--- config.mk ---
export PLATFORM = sky130hd
export DESIGN_NAME = divider_seq_unit_flat
export DESIGN_NICKNAME = d
export VERILOG_FILES = /design/src/rtl/divider_seq_unit_if.sv /design/src/rtl/divider_seq_unit.sv /design/src/flat_wrapper.sv
export SDC_FILE = /design/constraint.sdc
export NUM_CORES = 1
export LEC_CHECK = 0
export ABC_AREA = 1
export BUFFER_PORTS_ARGS = -buffer_cell sky130_fd_sc_hd__buf_4
export CAP_MARGIN = 20
export CORE_MARGIN = 4
export CORE_UTILIZATION = 55
export DETAILED_ROUTE_END_ITERATION = 7
export PLACE_DENSITY_LB_ADDON = 0.05
export RECOVER_POWER = 25
export SLEW_MARGIN = 20
export SYNTH_ARGS = -nofsm -noshare
export SYNTH_HDL_FRONTEND = slang
export SYNTH_SLANG_ARGS = --single-unit
--- constraint.sdc ---
create_clock -name clk -period 4.47 [get_ports clk]
set_clock_uncertainty 0.15 [all_clocks]
set_input_delay 0.894 -clock clk [delete_from_list [all_inputs] [get_ports clk]]
set_output_delay 0.894 -clock clk [all_outputs]
set_load 0.005 [all_outputs]
--- src/rtl/divider_seq_unit_if.sv ---
// divider_seq_unit_if: operand/result handshake bundle between issue logic and the sequential divider
interface divider_seq_unit_if #(parameter int WIDTH = 32);
  logic startValid;
  logic startReady;
  logic sign;
  logic [WIDTH-1:0] dividendIn;
  logic [WIDTH-1:0] divisorIn;
  logic abort;
  logic resultValid;
  logic resultReady;
  logic [WIDTH-1:0] quotient;
  logic [WIDTH-1:0] remainder;
  logic divError;
  modport master (
    output startValid, sign, dividendIn, divisorIn, abort, resultReady,
    input  startReady, resultValid, quotient, remainder, divError
  );
  modport slave (
    input  startValid, sign, dividendIn, divisorIn, abort, resultReady,
    output startReady, resultValid, quotient, remainder, divError
  );
endinterface

--- src/rtl/divider_seq_unit.sv ---
// divider_seq_unit: restoring divider, one quotient bit per cycle, signed/unsigned, abortable.
// Define DIVIDER_SEQ_UNIT_EARLY_OUT_EN to finish in one cycle when |dividend| < |divisor|.
module divider_seq_unit #(
  parameter int WIDTH = 32
) (
  input logic clk,
  input logic reset,
  divider_seq_unit_if.slave bus
);
  localparam int CNT_W = $clog2(WIDTH) + 1;
  typedef enum logic [1:0] {IDLE, DIVIDE, FIXUP, DONE} state_t;
  state_t state;
  logic [WIDTH-1:0] dvd, dvs, rem, a_mag, b_mag;
  logic [WIDTH:0] shifted, trial;
  logic [CNT_W-1:0] cnt;
  logic q_neg, r_neg, zero, early;
  always_comb begin
    a_mag = (bus.sign && bus.dividendIn[WIDTH-1]) ? -bus.dividendIn : bus.dividendIn;
    b_mag = (bus.sign && bus.divisorIn[WIDTH-1]) ? -bus.divisorIn : bus.divisorIn;
    zero = ~|bus.divisorIn;
`ifdef DIVIDER_SEQ_UNIT_EARLY_OUT_EN
    early = !zero && (a_mag < b_mag);
`else
    early = 1'b0;
`endif
    shifted = {rem, dvd[WIDTH-1]};
    trial = shifted - {1'b0, dvs};
  end
  // dvd doubles as the quotient register: dividend bits shift out as quotient bits shift in
  always_ff @(posedge clk) begin
    if (reset) begin
      state <= IDLE;
      bus.startReady <= 1'b1;
      bus.resultValid <= 1'b0;
      bus.divError <= 1'b0;
      bus.quotient <= '0;
      bus.remainder <= '0;
      cnt <= '0;
      dvd <= '0;
      dvs <= '0;
      rem <= '0;
      q_neg <= 1'b0;
      r_neg <= 1'b0;
    end else if (bus.abort && state != IDLE) begin
      state <= IDLE;
      bus.startReady <= 1'b1;
      bus.resultValid <= 1'b0;
    end else begin
      case (state)
        IDLE: if (bus.startValid && !bus.abort) begin
          dvd <= a_mag;
          dvs <= b_mag;
          q_neg <= bus.sign && (bus.dividendIn[WIDTH-1] ^ bus.divisorIn[WIDTH-1]);
          r_neg <= bus.sign && bus.dividendIn[WIDTH-1];
          rem <= '0;
          cnt <= '0;
          bus.startReady <= 1'b0;
          bus.divError <= zero;
          if (zero || early) begin
            state <= DONE;
            bus.resultValid <= 1'b1;
            bus.quotient <= {WIDTH{zero}};
            bus.remainder <= bus.dividendIn;
          end else begin
            state <= DIVIDE;
          end
        end
        DIVIDE: begin
          rem <= trial[WIDTH] ? shifted[WIDTH-1:0] : trial[WIDTH-1:0];
          dvd <= {dvd[WIDTH-2:0], ~trial[WIDTH]};
          cnt <= cnt + 1'b1;
          if (cnt == CNT_W'(WIDTH - 1)) state <= FIXUP;
        end
        FIXUP: begin
          bus.quotient <= q_neg ? -dvd : dvd;
          bus.remainder <= r_neg ? -rem : rem;
          bus.resultValid <= 1'b1;
          state <= DONE;
        end
        DONE: if (bus.resultReady) begin
          state <= IDLE;
          bus.resultValid <= 1'b0;
          bus.startReady <= 1'b1;
        end
        default: state <= IDLE;
      endcase
    end
  end
endmodule

--- src/flat_wrapper.sv ---
// flat-port wrapper written by rule: the top's interface ports become plain ports
module divider_seq_unit_flat 
#(
  parameter int WIDTH = 32
)
  (clk, reset, bus_startValid, bus_sign, bus_dividendIn, bus_divisorIn, bus_abort, bus_resultReady, bus_startReady, bus_resultValid, bus_quotient, bus_remainder, bus_divError);
  divider_seq_unit_if #(.WIDTH(WIDTH)) bus_i ();
  input logic clk;
  input logic reset;
  input wire logic [$bits(bus_i.startValid)-1:0] bus_startValid;
  input wire logic [$bits(bus_i.sign)-1:0] bus_sign;
  input wire logic [$bits(bus_i.dividendIn)-1:0] bus_dividendIn;
  input wire logic [$bits(bus_i.divisorIn)-1:0] bus_divisorIn;
  input wire logic [$bits(bus_i.abort)-1:0] bus_abort;
  input wire logic [$bits(bus_i.resultReady)-1:0] bus_resultReady;
  output wire logic [$bits(bus_i.startReady)-1:0] bus_startReady;
  output wire logic [$bits(bus_i.resultValid)-1:0] bus_resultValid;
  output wire logic [$bits(bus_i.quotient)-1:0] bus_quotient;
  output wire logic [$bits(bus_i.remainder)-1:0] bus_remainder;
  output wire logic [$bits(bus_i.divError)-1:0] bus_divError;
  assign bus_i.startValid = bus_startValid;
  assign bus_i.sign = bus_sign;
  assign bus_i.dividendIn = bus_dividendIn;
  assign bus_i.divisorIn = bus_divisorIn;
  assign bus_i.abort = bus_abort;
  assign bus_i.resultReady = bus_resultReady;
  assign bus_startReady = bus_i.startReady;
  assign bus_resultValid = bus_i.resultValid;
  assign bus_quotient = bus_i.quotient;
  assign bus_remainder = bus_i.remainder;
  assign bus_divError = bus_i.divError;
  divider_seq_unit #(.WIDTH(WIDTH)) u_core (.clk(clk), .reset(reset), .bus(bus_i));
endmodule
==> results.py <==
metrics = {
    "grt": {
        "grt-ovfl-total": 0,
        "grt_pass1_wl_mm": 73.9,
        "grt_max_degree": 87,
        "grt_pass1_vias": 14024,
        "antenna_found_initial": 0,
        "grt_usage_pct": 32.6,
    },
    "logic_synthesis": {
        "synth_top_area_share_pct": 25.3,
        "synth_area_leaders": "dfxtp_1 25%, nand2_1 16%, inv_1 9.6%, a21oi_1 7.9%, nand3_1 7.6%",
        "synth-warning-count": 0,
        "synth.largest_area_cell": "dfxtp_1",
        "yosysSeqAreaShare_pct": 25.3,
        "syn-num-nets": 2437,
        "synth_ff_type": "dfxtp_1",
        "syn_area_um2": 13700,
        "synth_edf_count": 0,
        "synth-seq-cells": 173,
        "synth-async-reset-ratio_pct": 0,
        "synth_cell_types": 51,
        "syn_inst": 2324,
        "syn_avg_cell_area_um2": 5.88,
    },
    "placement": {
        "post_dp_cell_area_um2": 14800,
        "port_buffers": 136,
        "gp_congestion": 0.969,
        "dp.cells": 2709,
        "dpl.hpwl_mm": 35.9,
    },
    "setup_path": {
        "crit_chain": "inv_1, ha_1, buf_4, o21ai_4, inv_1, nor2_1, nor2_1, o21ai_0, inv_1",
        "max_stage_delay_ns": 0.82,
        "start_kind": "register",
        "r2r_end": "u_core.dvd[21]",
        "worst_path_max_delay_cell": "o21ai_4",
        "r2r_cells": 9,
        "r2r_slack_ns": 1.44,
        "worst-endpoint-arrival_ns": 3.21,
        "critPathTopFamily": "buffers and inverters",
        "cp-endpoint": "u_core.dvd[21]",
        "critPathLaunch": "u_core.state[1]",
        "path_buf_inv": 4,
        "crit_path_end_kind": "register",
        "cp.required_ns": 4.65,
        "cp_common_cell": "inv_1",
        "crit_type": "reg -> reg",
        "path_max_fanout": 40,
        "crit-reg2reg-launch": "u_core.state[1]",
        "crit_cells": 9,
    },
    "timing": {
        "final_hold_viol_count": 0,
        "rsz0062_at_grt": "false",
        "setup_tns_ns": 0,
        "max_freq_mhz": 330,
        "final.min_clock_period_ns": 3.03,
        "min_period_over_period_pct": 67.9,
        "max_slew_margin_pct": 30.6,
        "setup_viol": 0,
        "holdWs_ns": 0.318,
        "slew_violations": 0,
        "worstMarginPinSlew_ns": 1.04,
    },
    "cells_and_area": {
        "final_util_pct": 62.9,
        "final_area_um2": 15300,
        "num_antenna_cells": 0,
        "syn_to_final_growth_pct": 12.2,
        "layout.nets": 2517,
        "fin_cells": 2740,
        "drive_gt1_share_pct": 9.48,
    },
    "drt": {
        "drt-initial-drc-count": 1750,
        "vias": 15440,
        "wl_per_cell_um": 16.9,
        "postRouteAntennaNets": 0,
        "drcViolationCount": 0,
        "firstDrtPassIters": 5,
        "vias_per_cell": 5.64,
        "wirelength_mm": 46.3,
    },
    "floorplan": {
        "die_w_um": 166,
        "fp.dieH_um": 166,
        "rows": 57,
        "io_pins": 137,
        "core_um2": 24400,
        "die-area_um2": 27400,
        "start_util_pct": 56.0,
    },
    "clocking": {
        "cts.sinks": 173,
        "cts_buffers": 17,
        "cts_root_buf": "clkbuf_16",
        "clk_latency_ns": 0.45,
        "cts.clk_slew.worst_paths_ns": 0.08,
        "clock_path_buffers": 2,
        "cts_hold_buf": 0,
        "tritoncts": "yes",
        "cts_resized": 0,
        "cts_setup_buffers": 0,
        "htree_num_levels": 4,
    },
    "worst_hold_path": {
        "hp-class": "reg -> reg",
    },
    "power_and_ir_drop": {
        "p_per_area_nw_per_um2": 486,
        "p_leak_nw": 7.79,
        "ir_worst_vdd_v": 0.000288,
    },
    "run": {
        "max_cap_violations": 0,
    },
    "outcome": {
        "outcome": "finished clean",
    },
}
layout make-up:
| cell class | count | area (um2) |
|---|---|---|
| tap | 324 | 405 |
| clock buffer | 19 | 433 |
| inverter | 363 | 1370 |
| fill | 2535 | 9050 |
| timing repair buffer | 148 | 1100 |
| clock inverter | 12 | 149 |
| multi-input combinational | 1701 | 8420 |
| sequential | 173 | 3460 |
sequential cells by signal (all words and copies together) (netlist names):
register,flops
u_core.bus.quotient,32
u_core.bus.remainder,32
u_core.dvd,32
u_core.dvs,32
u_core.rem,32
u_core.cnt,6
u_core.state,2
u_core.bus.divError,1
u_core.bus.resultValid,1
u_core.bus.startReady,1
u_core.q_neg,1
u_core.r_neg,1
cells in the mapped netlist (all sizes together) (28+ instances only):
cell type,n
nor2,236
nand3,214
nand2,608
inv,361
o21ai,185
clkbuf,48
ha,42
a21oi,221
nor3,28
xor2,41
dfxtp,173
buf,39
report_power, final:
| part | internal (mW) | switching (mW) |
|---|---|---|
| clock network | 0.837 | 0.698 |
| registers | 1.94 | 0.327 |
| logic | 1.20 | 2.45 |
| total | 3.98 | 3.48 |
layer usage:
layer / track usage, % / vias up / wire length [um]
met3: 4.91 / 89 / 3610
met4: 11.4 / 0 / 1590
met2: 53.4 / 660 / 20900
met1: 43.9 / 7051 / 20200
li1: - / 7640 / -
met5: 0 / - / 0
per-stage QoR:
stage	power [mW]	setup WS [ns]
after floorplan	4.74	1.86
after global placement	5.82	1.18
after detailed placement	5.89	1.10
after CTS	7.42	1.48
after global routing	8.00	1.15
final	7.46	1.44
worst min-delay path, stage by stage (launching register included):
cell and delay (ns):
dfxtp_1 0.32, nand2_1 0.06, a21oi_1 0.05
cell families after synthesis:
logic type	share of synthesized area (%)
compound gates	18.3
simple gates	36.0
flops	25.3
buf+inv	13.2
fa+ha+maj	3.99
xor+xnor	3.20
how the worst min path moves through the flow:
stage                                      start                     end  slack (ns)  cells past startpoint
final                        u_core.bus.divError     u_core.bus.divError        0.32                      2
after global routing         u_core.bus.divError     u_core.bus.divError        0.34                      2
after floorplan           u_core.bus.resultValid  u_core.bus.resultValid        0.30                      2
after global placement    u_core.bus.resultValid  u_core.bus.resultValid        0.31                      2
after CTS                    u_core.bus.divError     u_core.bus.divError        0.32                      2
after detailed placement     u_core.bus.divError     u_core.bus.divError        0.31                      2
cell usage in the layout, fill, tap and decap left out, drive strengths merged, types with 3 or more instances in the layout:
cell and instances:
nand2 608, inv 367, nor2 236, a21oi 221, nand3 214, o21ai 185
dfxtp 173, buf 91, clkbuf 76, ha 42, xor2 41, nor3 28
nand4 24, o211ai 22, nand3b 16, o31ai 9, xnor2 9, a31oi 8
or2 7, o21bai 6, o221ai 6, and2 4, nor4 4, clkinvlp 3
clkinv 3
Power figures use the tool's default switching activity.
